===== src/rtl/vga_1bit_scanout_if.sv =====
// vga_1bit_scanout_if: read port of the show-ahead pixel FIFO.
// master = FIFO side, slave = scanout side.
interface vga_1bit_scanout_if;
    logic [15:0] fifo_q;
    logic        fifo_empty;
    logic        fifo_rdreq;

    modport master (
        output fifo_q,
        output fifo_empty,
        input  fifo_rdreq
    );

    modport slave (
        input  fifo_q,
        input  fifo_empty,
        output fifo_rdreq
    );
endinterface


===== src/rtl/vga_1bit_scanout.sv =====
// vga_1bit_scanout: pops 16-bit FIFO words, shifts them out MSB-first as pixels.
// Define VGA_SCAN_UNDERFLOW_CNT_EN to add the saturating underflow_cnt output.
module vga_1bit_scanout #(
    parameter int H_ACTIVE = 640,
    parameter int H_FP     = 16,
    parameter int H_SYNC   = 96,
    parameter int H_BP     = 48,
    parameter int V_ACTIVE = 480,
    parameter int V_FP     = 10,
    parameter int V_SYNC   = 2,
    parameter int V_BP     = 33,
    parameter int CLK_DIV  = 2,
    parameter bit HS_POL   = 1'b0,
    parameter bit VS_POL   = 1'b0
) (
    input  logic               clk,
    input  logic               reset,
    input  logic               enable,
    vga_1bit_scanout_if.slave  fifo,
    output logic               vga_hs,
    output logic               vga_vs,
    output logic               vga_pixel,
    output logic               vblank_start,
    output logic               underflow
`ifdef VGA_SCAN_UNDERFLOW_CNT_EN
    ,
    output logic [15:0]        underflow_cnt
`endif
);

    localparam int H_TOTAL = H_ACTIVE + H_FP + H_SYNC + H_BP;
    localparam int V_TOTAL = V_ACTIVE + V_FP + V_SYNC + V_BP;
    localparam int HW      = $clog2(H_TOTAL);
    localparam int VW      = $clog2(V_TOTAL);
    localparam int DW      = (CLK_DIV > 1) ? $clog2(CLK_DIV) : 1;

    localparam int HS_BEG  = H_ACTIVE + H_FP;
    localparam int HS_END  = H_ACTIVE + H_FP + H_SYNC;
    localparam int VS_BEG  = V_ACTIVE + V_FP;
    localparam int VS_END  = V_ACTIVE + V_FP + V_SYNC;

    localparam logic [DW-1:0] DIV_LAST = DW'(CLK_DIV - 1);

    typedef enum logic {
        IDLE,
        RUN
    } state_t;

    state_t        state;
    state_t        state_nxt;

    logic [DW-1:0] div_cnt;
    logic [HW-1:0] h_cnt;
    logic [VW-1:0] v_cnt;
    logic [15:0]   shreg;
    logic [15:0]   shreg_nxt;
    logic          enable_q;

    logic          pe;
    logic          run;
    logic          step;
    logic          h_last;
    logic          v_last;
    logic          frame_end;
    logic          in_active;
    logic          in_hs;
    logic          in_vs;
    logic          vb_hit;
    logic          load;
    logic          pop;
    logic          uf_hit;
    logic          uf_clr;

    // Pixel enable: one clk in every CLK_DIV, free-running
    assign pe = (div_cnt == DIV_LAST);

    always_ff @(posedge clk) begin
        if (reset) begin
            div_cnt <= '0;
        end else if (pe) begin
            div_cnt <= '0;
        end else begin
            div_cnt <= div_cnt + 1'b1;
        end
    end

    always_ff @(posedge clk) begin
        if (reset) begin
            state <= IDLE;
        end else begin
            state <= state_nxt;
        end
    end

    always_comb begin
        state_nxt = state;
        unique case (state)
            IDLE: begin
                if (enable) begin
                    state_nxt = RUN;
                end
            end
            RUN: begin
                if (pe && frame_end && !enable) begin
                    state_nxt = IDLE;
                end
            end
            default: state_nxt = IDLE;
        endcase
    end

    always_comb begin
        run       = (state == RUN);
        step      = run && pe;
        h_last    = (int'(h_cnt) == H_TOTAL - 1);
        v_last    = (int'(v_cnt) == V_TOTAL - 1);
        frame_end = h_last && v_last;
        in_active = (int'(h_cnt) < H_ACTIVE) && (int'(v_cnt) < V_ACTIVE);
        in_hs     = (int'(h_cnt) >= HS_BEG) && (int'(h_cnt) < HS_END);
        in_vs     = (int'(v_cnt) >= VS_BEG) && (int'(v_cnt) < VS_END);
        vb_hit    = (int'(v_cnt) == V_ACTIVE) && (h_cnt == '0);
        load      = step && in_active && (h_cnt[3:0] == 4'd0);
        pop       = load && !fifo.fifo_empty;
        uf_hit    = load && fifo.fifo_empty;
        uf_clr    = enable && !enable_q;
    end

    // A starved load shifts out zeros for the whole word
    always_comb begin
        shreg_nxt = {shreg[14:0], 1'b0};
        if (load) begin
            shreg_nxt = fifo.fifo_empty ? 16'h0000 : fifo.fifo_q;
        end
    end

    always_ff @(posedge clk) begin
        if (reset || !run) begin
            h_cnt <= '0;
            v_cnt <= '0;
        end else if (pe) begin
            if (h_last) begin
                h_cnt <= '0;
                v_cnt <= v_last ? '0 : v_cnt + 1'b1;
            end else begin
                h_cnt <= h_cnt + 1'b1;
            end
        end
    end

    always_ff @(posedge clk) begin
        if (reset) begin
            fifo.fifo_rdreq <= 1'b0;
            vga_hs          <= ~HS_POL;
            vga_vs          <= ~VS_POL;
            vga_pixel       <= 1'b0;
            vblank_start    <= 1'b0;
            underflow       <= 1'b0;
            shreg           <= 16'h0000;
            enable_q        <= 1'b0;
        end else begin
            enable_q        <= enable;
            fifo.fifo_rdreq <= pop;
            vblank_start    <= step && vb_hit;
            if (!run) begin
                vga_hs    <= ~HS_POL;
                vga_vs    <= ~VS_POL;
                vga_pixel <= 1'b0;
            end else if (pe) begin
                vga_hs    <= in_hs ? HS_POL : ~HS_POL;
                vga_vs    <= in_vs ? VS_POL : ~VS_POL;
                vga_pixel <= in_active && shreg_nxt[15];
                if (in_active) begin
                    shreg <= shreg_nxt;
                end
            end
            if (uf_clr) begin
                underflow <= 1'b0;
            end
            if (uf_hit) begin
                underflow <= 1'b1;
            end
        end
    end

`ifdef VGA_SCAN_UNDERFLOW_CNT_EN
    always_ff @(posedge clk) begin
        if (reset) begin
            underflow_cnt <= 16'h0000;
        end else if (uf_clr && uf_hit) begin
            underflow_cnt <= 16'h0001;
        end else if (uf_clr) begin
            underflow_cnt <= 16'h0000;
        end else if (uf_hit && underflow_cnt != 16'hFFFF) begin
            underflow_cnt <= underflow_cnt + 16'h0001;
        end
    end
`endif

endmodule


===== src/flat_wrapper.sv =====
// flat-port wrapper written by rule: the top's interface ports become plain ports
module vga_1bit_scanout_flat 
#(
    parameter int H_ACTIVE = 640,
    parameter int H_FP     = 16,
    parameter int H_SYNC   = 96,
    parameter int H_BP     = 48,
    parameter int V_ACTIVE = 480,
    parameter int V_FP     = 10,
    parameter int V_SYNC   = 2,
    parameter int V_BP     = 33,
    parameter int CLK_DIV  = 2,
    parameter bit HS_POL   = 1'b0,
    parameter bit VS_POL   = 1'b0
)
  (clk, reset, enable, vga_hs, vga_vs, vga_pixel, vblank_start, underflow, fifo_fifo_q, fifo_fifo_empty, fifo_fifo_rdreq);
  vga_1bit_scanout_if fifo_i ();
  input  logic clk;
  input  logic reset;
  input  logic enable;
  output logic vga_hs;
  output logic vga_vs;
  output logic vga_pixel;
  output logic vblank_start;
  output logic underflow;
  input wire logic [$bits(fifo_i.fifo_q)-1:0] fifo_fifo_q;
  input wire logic [$bits(fifo_i.fifo_empty)-1:0] fifo_fifo_empty;
  output wire logic [$bits(fifo_i.fifo_rdreq)-1:0] fifo_fifo_rdreq;
  assign fifo_i.fifo_q = fifo_fifo_q;
  assign fifo_i.fifo_empty = fifo_fifo_empty;
  assign fifo_fifo_rdreq = fifo_i.fifo_rdreq;
  vga_1bit_scanout #(.H_ACTIVE(H_ACTIVE), .H_FP(H_FP), .H_SYNC(H_SYNC), .H_BP(H_BP), .V_ACTIVE(V_ACTIVE), .V_FP(V_FP), .V_SYNC(V_SYNC), .V_BP(V_BP), .CLK_DIV(CLK_DIV), .HS_POL(HS_POL), .VS_POL(VS_POL)) u_core (.clk(clk), .reset(reset), .enable(enable), .fifo(fifo_i), .vga_hs(vga_hs), .vga_vs(vga_vs), .vga_pixel(vga_pixel), .vblank_start(vblank_start), .underflow(underflow));
endmodule

===== config.mk =====
export PLATFORM = sky130hd
export DESIGN_NAME = vga_1bit_scanout_flat
export DESIGN_NICKNAME = d
export VERILOG_FILES = /design/src/rtl/vga_1bit_scanout_if.sv /design/src/rtl/vga_1bit_scanout.sv /design/src/flat_wrapper.sv
export SDC_FILE = /design/constraint.sdc
export NUM_CORES = 1
export LEC_CHECK = 0
export BUFFER_PORTS_ARGS = -buffer_cell sky130_fd_sc_hd__buf_2
export CAP_MARGIN = 15
export CELL_PAD_IN_SITES_DETAIL_PLACEMENT = 1
export CELL_PAD_IN_SITES_GLOBAL_PLACEMENT = 2
export CORE_MARGIN = 5
export CORE_UTILIZATION = 30
export CTS_CLUSTER_DIAMETER = 200
export CTS_CLUSTER_SIZE = 28
export DETAILED_ROUTE_END_ITERATION = 10
export GPL_TIMING_DRIVEN = 0
export PLACE_DENSITY_LB_ADDON = 0.1
export SYNTH_ARGS = -nofsm -noshare
export SYNTH_HDL_FRONTEND = slang
export SYNTH_SLANG_ARGS = --single-unit

===== constraint.sdc =====
create_clock -name clk -period 4.5 [get_ports clk]
set_input_delay 0.45 -clock clk [delete_from_list [all_inputs] [get_ports clk]]
set_output_delay 0.45 -clock clk [all_outputs]
set_load 0.005 [all_outputs]

=== Word-level counts from Yosys, hierarchy flattened ===
Cells that the tools add are included.

* Register bits after elaboration: 44
* Output and inout bits: 6
* Memory bits (writable): 0
* Memory bits (read-only): 0
* Logic and storage cells: 63
* Latch bits: 0
* Memories kept: 0

* Reductions and logical operators: 27
* Add/subtract/negate cells: 3
* Mux-type cells: 11
* $mul: 0
* Shifts and indexed selects: 0
* Div/mod/pow operators: 0
* Equality and inequality tests: 3
* $lt $le $gt $ge: 6
* Bitwise logic cells: 1

{| class="wikitable"
|+ Operators with widths
! cell !! count
|-
| 16-bit 2-to-1 mux || 2
|-
| 10-bit by 1-bit adder with 10-bit output (second input constant) || 2
|-
| 10-bit == test (second input constant) || 2
|-
| 10-bit < comparator (second input constant) || 2
|-
| 10-bit by 9-bit < comparator with 1-bit output (second input constant) || 2
|-
| 10-bit 2-to-1 mux || 2
|-
| 1-bit logical AND || 15
|-
| 10-bit by 9-bit == test with 1-bit output (second input constant) || 1
|-
| 10-bit >= comparator (second input constant) || 1
|-
| 10-bit by 9-bit >= comparator with 1-bit output (second input constant) || 1
|-
| 10-bit logical NOT || 1
|-
| 1-bit 2-to-1 mux || 6
|-
| 1-bit logical NOT || 4
|-
| 4-bit logical NOT || 1
|-
| 2-bit OR reduction || 2
|-
| 3-bit AND reduction || 1
|-
| 1-bit one-hot mux with 2 select lines || 1
|-
| 2-bit AND reduction || 1
|-
| 2-bit nonzero test || 1
|-
| 1-bit adder (second input constant) || 1
|-
| 1-bit logical OR || 1
|-
| 1-bit NOT || 1
|}

=== Longest topological paths before layout ===
* Depth in word-level cells: 6
* Depth in mapped cells: 7
* Gate-level depth less buffers: 6

=== Worst setup path after synthesis ===
OpenSTA, ideal clock, no wires.

* Kind: register to register
* Start point: register u_core.h_cnt[0]
* End point: register u_core.v_cnt[7]
* Setup slack: 2,606 ps
* Stages on the path, launching flop included: 7
* Setup time: 70 ps
* Arrival time: 1,824 ps
* Path buffers: 1
* Cells stage by stage: dfxtp_1 ha_1 nand4_1 buf_2 or4_1 or3_1 a21oi_1

* Longest elaborated chain between the ends: 2

{| class="wikitable"
|+ Ends and longest elaborated chain
! item !! RTL line !! source
|-
| from (decl) || vga_1bit_scanout.sv:53 || <nowiki>logic [HW-1:0] h_cnt;</nowiki>
|-
| from (signal assigned) || vga_1bit_scanout.sv:145 || <nowiki>h_cnt <= h_cnt + 1'b1;</nowiki>
|-
| 10-bit by 9-bit == test with 1-bit output || vga_1bit_scanout.sv:115 || <nowiki>h_last = (int'(h_cnt) == H_TOTAL - 1);</nowiki>
|-
| 2-bit AND reduction (no line) || - ||
|-
| to (signal assigned) || vga_1bit_scanout.sv:143 || <nowiki>v_cnt <= v_last ? '0 : v_cnt + 1'b1;</nowiki>
|-
| to (decl) || vga_1bit_scanout.sv:54 || <nowiki>logic [VW-1:0] v_cnt;</nowiki>
|}

No other way between the ends.
A chain may end at the register's enable or synchronous reset.

=== Worst setup path in the final report ===
* Start point: register u_core.h_cnt[0]
* End point: register u_core.shreg[12]

* Longest elaborated chain between the ends: 5
* Elaborated cells between the ends (all ways): 7
* Classes of those cells: order compare: 1; mux: 1; reduce/logical: 5

{| class="wikitable"
|+ Ends and longest elaborated chain
! item !! RTL line !! source
|-
| 10-bit < comparator || vga_1bit_scanout.sv:118 || <nowiki>in_active = (int'(h_cnt) < H_ACTIVE) && (int'(v_cnt) < V_ACTIVE);</nowiki>
|-
| 1-bit logical AND || vga_1bit_scanout.sv:118 ||
|-
| 1-bit logical AND (2 in a row) || vga_1bit_scanout.sv:122 || <nowiki>load = step && in_active && (h_cnt[3:0] == 4'd0);</nowiki>
|-
| 16-bit 2-to-1 mux || vga_1bit_scanout.sv:131 || <nowiki>if (load) begin</nowiki>
|-
| to (signal assigned) || vga_1bit_scanout.sv:173 || <nowiki>shreg <= shreg_nxt;</nowiki>
|-
| to (decl) || vga_1bit_scanout.sv:55 || <nowiki>logic [15:0] shreg;</nowiki>
|}

Several ways; a longest one is shown, not always the timed one.

==> results.tsv <==
stage	metric	value	unit
grt	grt_max_degree	16	
floorplanning	start_util	30.6	%
place	pre_cts_ws	2170	ps
timing	hold_viol	0	
timing	worst_pin_slew	900	ps
detailed_routing	wl_per_cell	16.1	um
clock_network	cts-resized-gates	0	
worst_setup_path	critPathArrivalTime	2550	ps
grt	globalRouteTotalUtil	14.2	%
power	total_leakage_power	0.868	nW
clock_network	cts-hold-fix-buffers	0	
timing	period_needed	2350	ps
detailed_routing	first_pass_iters	4	
clock_network	cts_tree	built	
timing	finalSetupViolations	0	
worst_setup_path	reg2reg_to	u_core.shreg[12]$_SDFFE_PP0P_	
worst_setup_path	rr_startpoint	u_core.h_cnt[0]$_SDFFE_PP0P_	
synth	yosys_warnings	0	
synth	ys_ff_latch	44	
floorplanning	dieWidth	93.1	um
power	peakVddDrop	0.000101	V
finish	fillers	832	
grt	overflow	0	
synth	netlist_instances	244	
floorplanning	ios	26	
synth	synth.distinct_cells	43	
worst_hold_path	hold_end	u_core.fifo.fifo_rdreq$_SDFF_PP0_	
detailed_routing	drc	0	
clock_network	path_clk_slew	90	ps
floorplanning	dieArea	8660	um2
worst_setup_path	start_kind	register	
worst_setup_path	max_stage_delay	740	ps
grt	grt_pass1_wl	9.76	mm
floorplanning	rows	30	
worst_setup_path	critPathKind	register to register	
detailed_routing	drtAntennaViolNets	0	
synth	yosysSeqAreaShare	42.5	%
synth	mappedNetlistArea	2070	um2
synth	syn-mean-instance-area	8.49	um2
grt	first_global_vias	1911	
timing	rsz0062_at_grt	no	
timing	hold-worst-slack	326	ps
synth	synth-edff-count	0	
worst_hold_path	hold_class	input pin to register	
synth	async_reset_ff_share	0	%
clock_network	cts_root_buffer	clkbuf_8	
timing	fmax	426	MHz
finish	area_delta_synth_final	16.4	%
clock_network	clock-sinks	44	
worst_setup_path	end_kind	register	
worst_hold_path	hold_depth	2	
clock_network	numCtsBuffers	5	
clock_network	htree_num_levels	2	
synth	yosys.cell_count.top_type	dfxtp_1	
clock_network	cts_buffer_depth	2	
timing	setup_slack	2150	ps
timing	fin_skew	9.80	ps
timing	finalSetupTns	0	ps
timing	period_share	52.2	%
worst_setup_path	cp.required	4710	ps
worst_setup_path	reg2reg_depth	7	
worst_hold_path	hp-start	fifo_fifo_empty	
timing	slew_viol_final	0	
synth	synthFlopType	dfxtp_1	
floorplanning	core	6760	um2
clock_network	cts_setup_buffers	0	
finish	final_nets	300	
flow_run	drv_cap	0	
worst_setup_path	rrSetupSlack	2150	ps
detailed_routing	post_drt_via_cell_ratio	5.26	
detailed_routing	num_vias	1879	
worst_setup_path	crit_fanout	10	
place	port_buffers	25	
timing	slew_headroom	39.8	%
place	routabilityCongestion	0.774	
synth	synth_top_cell_by_area	dfxtp_1	
finish	postLayoutCoreUtil	35.7	%
worst_setup_path	cp_cell_sequence	inv_1 -> ha_1 -> nor3b_1 -> clkbuf_1 -> and3_1 -> a21oi_1 -> a211oi_1	
synth	ys_top_cells_by_count	dfxtp_1 (44), nor2_1 (34), a21oi_1 (21)	
detailed_routing	drt_iter0_markers	69	
place	place_hpwl	4.21	mm
synth	netlist.area_leader.share	42.5	%
floorplanning	fp.dieH	93.1	um
synth	ys_top_cells_by_area	dfxtp_1 (43%), nor2_1 (6.2%), a211oi_1 (5.1%), a21oi_1 (5.1%), and3_1 (4.5%)	
clock_network	clk_latency	300	ps
worst_setup_path	cpMaxStageDelayCell	nor3b_1	
grt	antenna_found_initial	0	
finish	n_antenna_cell	0	
finish	drive_gt1_share	16.6	%
detailed_routing	finalWirelength	5.74	mm
power	power_density	327	nW/um2
outcome	status	finished, final reports clean	
synth	synth_nets	268	
registers in the layout, indices dropped and copies added (netlist names):
signal	cells
u_core.vga_pixel	1
u_core.v_cnt	10
u_core.h_cnt	10
u_core.vga_hs	1
u_core.div_cnt	1
u_core.shreg	15
u_core.run	1
u_core.vga_vs	1
u_core.fifo.fifo_rdreq	1
u_core.enable_q	1
u_core.underflow	1
u_core.vblank_start	1
cells in the final DEF (no fill, tap or decap), types with 2 or more instances in the layout:
master | synthesis | routed
clkbuf_1 | 9 | 9
nand4_1 | 7 | 7
nand2b_1 | 2 | 2
o21ai_0 | 8 | 8
and3_1 | 15 | 15
or4_1 | 4 | 4
a211oi_1 | 14 | 14
xnor2_1 | 7 | 7
o31ai_1 | 2 | 2
buf_2 | 2 | 27
a21oi_1 | 21 | 21
buf_6 | 2 | 2
xor2_1 | 6 | 6
nor2_1 | 34 | 34
nor3_1 | 3 | 3
nor4_1 | 5 | 5
nand4b_1 | 4 | 4
or3_1 | 4 | 4
inv_1 | 9 | 9
dfxtp_1 | 44 | 44
nand2_1 | 8 | 8
buf_1 | 2 | 2
clkbuf_8 | 0 | 5
nand3_1 | 9 | 9
ha_1 | 4 | 4
per-layer routing:
| layer | vias up | part of all wire, % | track usage [%] |
|---|---|---|---|
| met3 | 6 | 3.1 | 2.65 |
| met1 | 919 | 49 | 19.9 |
| met2 | 20 | 47 | 22.3 |
| met4 | 0 | 1.2 | 4.03 |
| li1 | 934 | - | - |
| met5 | - | 0 | 0 |
through the flow:
step | area, um2 | instances | power (mW)
after floorplan | 2070 | 244 | 0.458
after global placement | 2300 | 349 | 0.484
after detailed placement | 2300 | 349 | 0.485
after CTS | 2410 | 357 | 0.804
after global routing | 2410 | 357 | 0.831
final | 2410 | 357 | 0.788
where the power goes:
| part | leakage (nW) | internal [mW] | switching (mW) |
|---|---|---|---|
| sequential | 0.357 | 0.401 | 0.00733 |
| combinational | 0.456 | 0.0260 | 0.0403 |
| clock | 0.0548 | 0.167 | 0.147 |
| total | 0.868 | 0.594 | 0.194 |
how the worst max path moves through the flow:
stage	start	end	slack [ps]
3_5_place_dp	u_core.h_cnt[0]$_SDFFE_PP0P_	u_core.shreg[12]$_SDFFE_PP0P_	2170
4_1_cts	u_core.h_cnt[0]$_SDFFE_PP0P_	u_core.shreg[12]$_SDFFE_PP0P_	2130
5_1_grt	u_core.h_cnt[0]$_SDFFE_PP0P_	u_core.shreg[9]$_SDFFE_PP0P_	1980
2_1_floorplan	u_core.h_cnt[0]$_SDFFE_PP0P_	u_core.v_cnt[7]$_SDFFE_PP0P_	2610
6_report	u_core.h_cnt[0]$_SDFFE_PP0P_	u_core.shreg[12]$_SDFFE_PP0P_	2150
3_3_place_gp	u_core.h_cnt[0]$_SDFFE_PP0P_	u_core.shreg[7]$_SDFFE_PP0P_	2130
cell type report:
cell class	instances	area [um2]	area share, %
buffer	16	78.8	3.27
clock buffer	5	68.8	2.85
clock inverter	3	46.3	1.92
inverter	9	33.8	1.40
multi-input combinational	175	1080	44.7
sequential	44	881	36.5
tap	80	100	4.15
timing repair buffer	25	125	5.19
logic make-up after synthesis:
group,after synthesis,share of synthesized area (%)
buffers and inverters,25,5.44
DFF,44,42.5
and+or+nand+nor,107,28.9
xor gates and xnor gates,13,5.50
AOI/OAI and AO/OA,50,14.7
adders and majority gates,4,2.42
muxes,1,0.483
critical path: cells and delay by family (launching register included):
family | cells | cell delay [ps]
simple gates | 2 | 950
flops | 1 | 360
compound gates | 2 | 310
fa+ha+maj | 1 | 140
buf+inv | 2 | 490
Note: power is estimated with default switching activity, not from simulation.
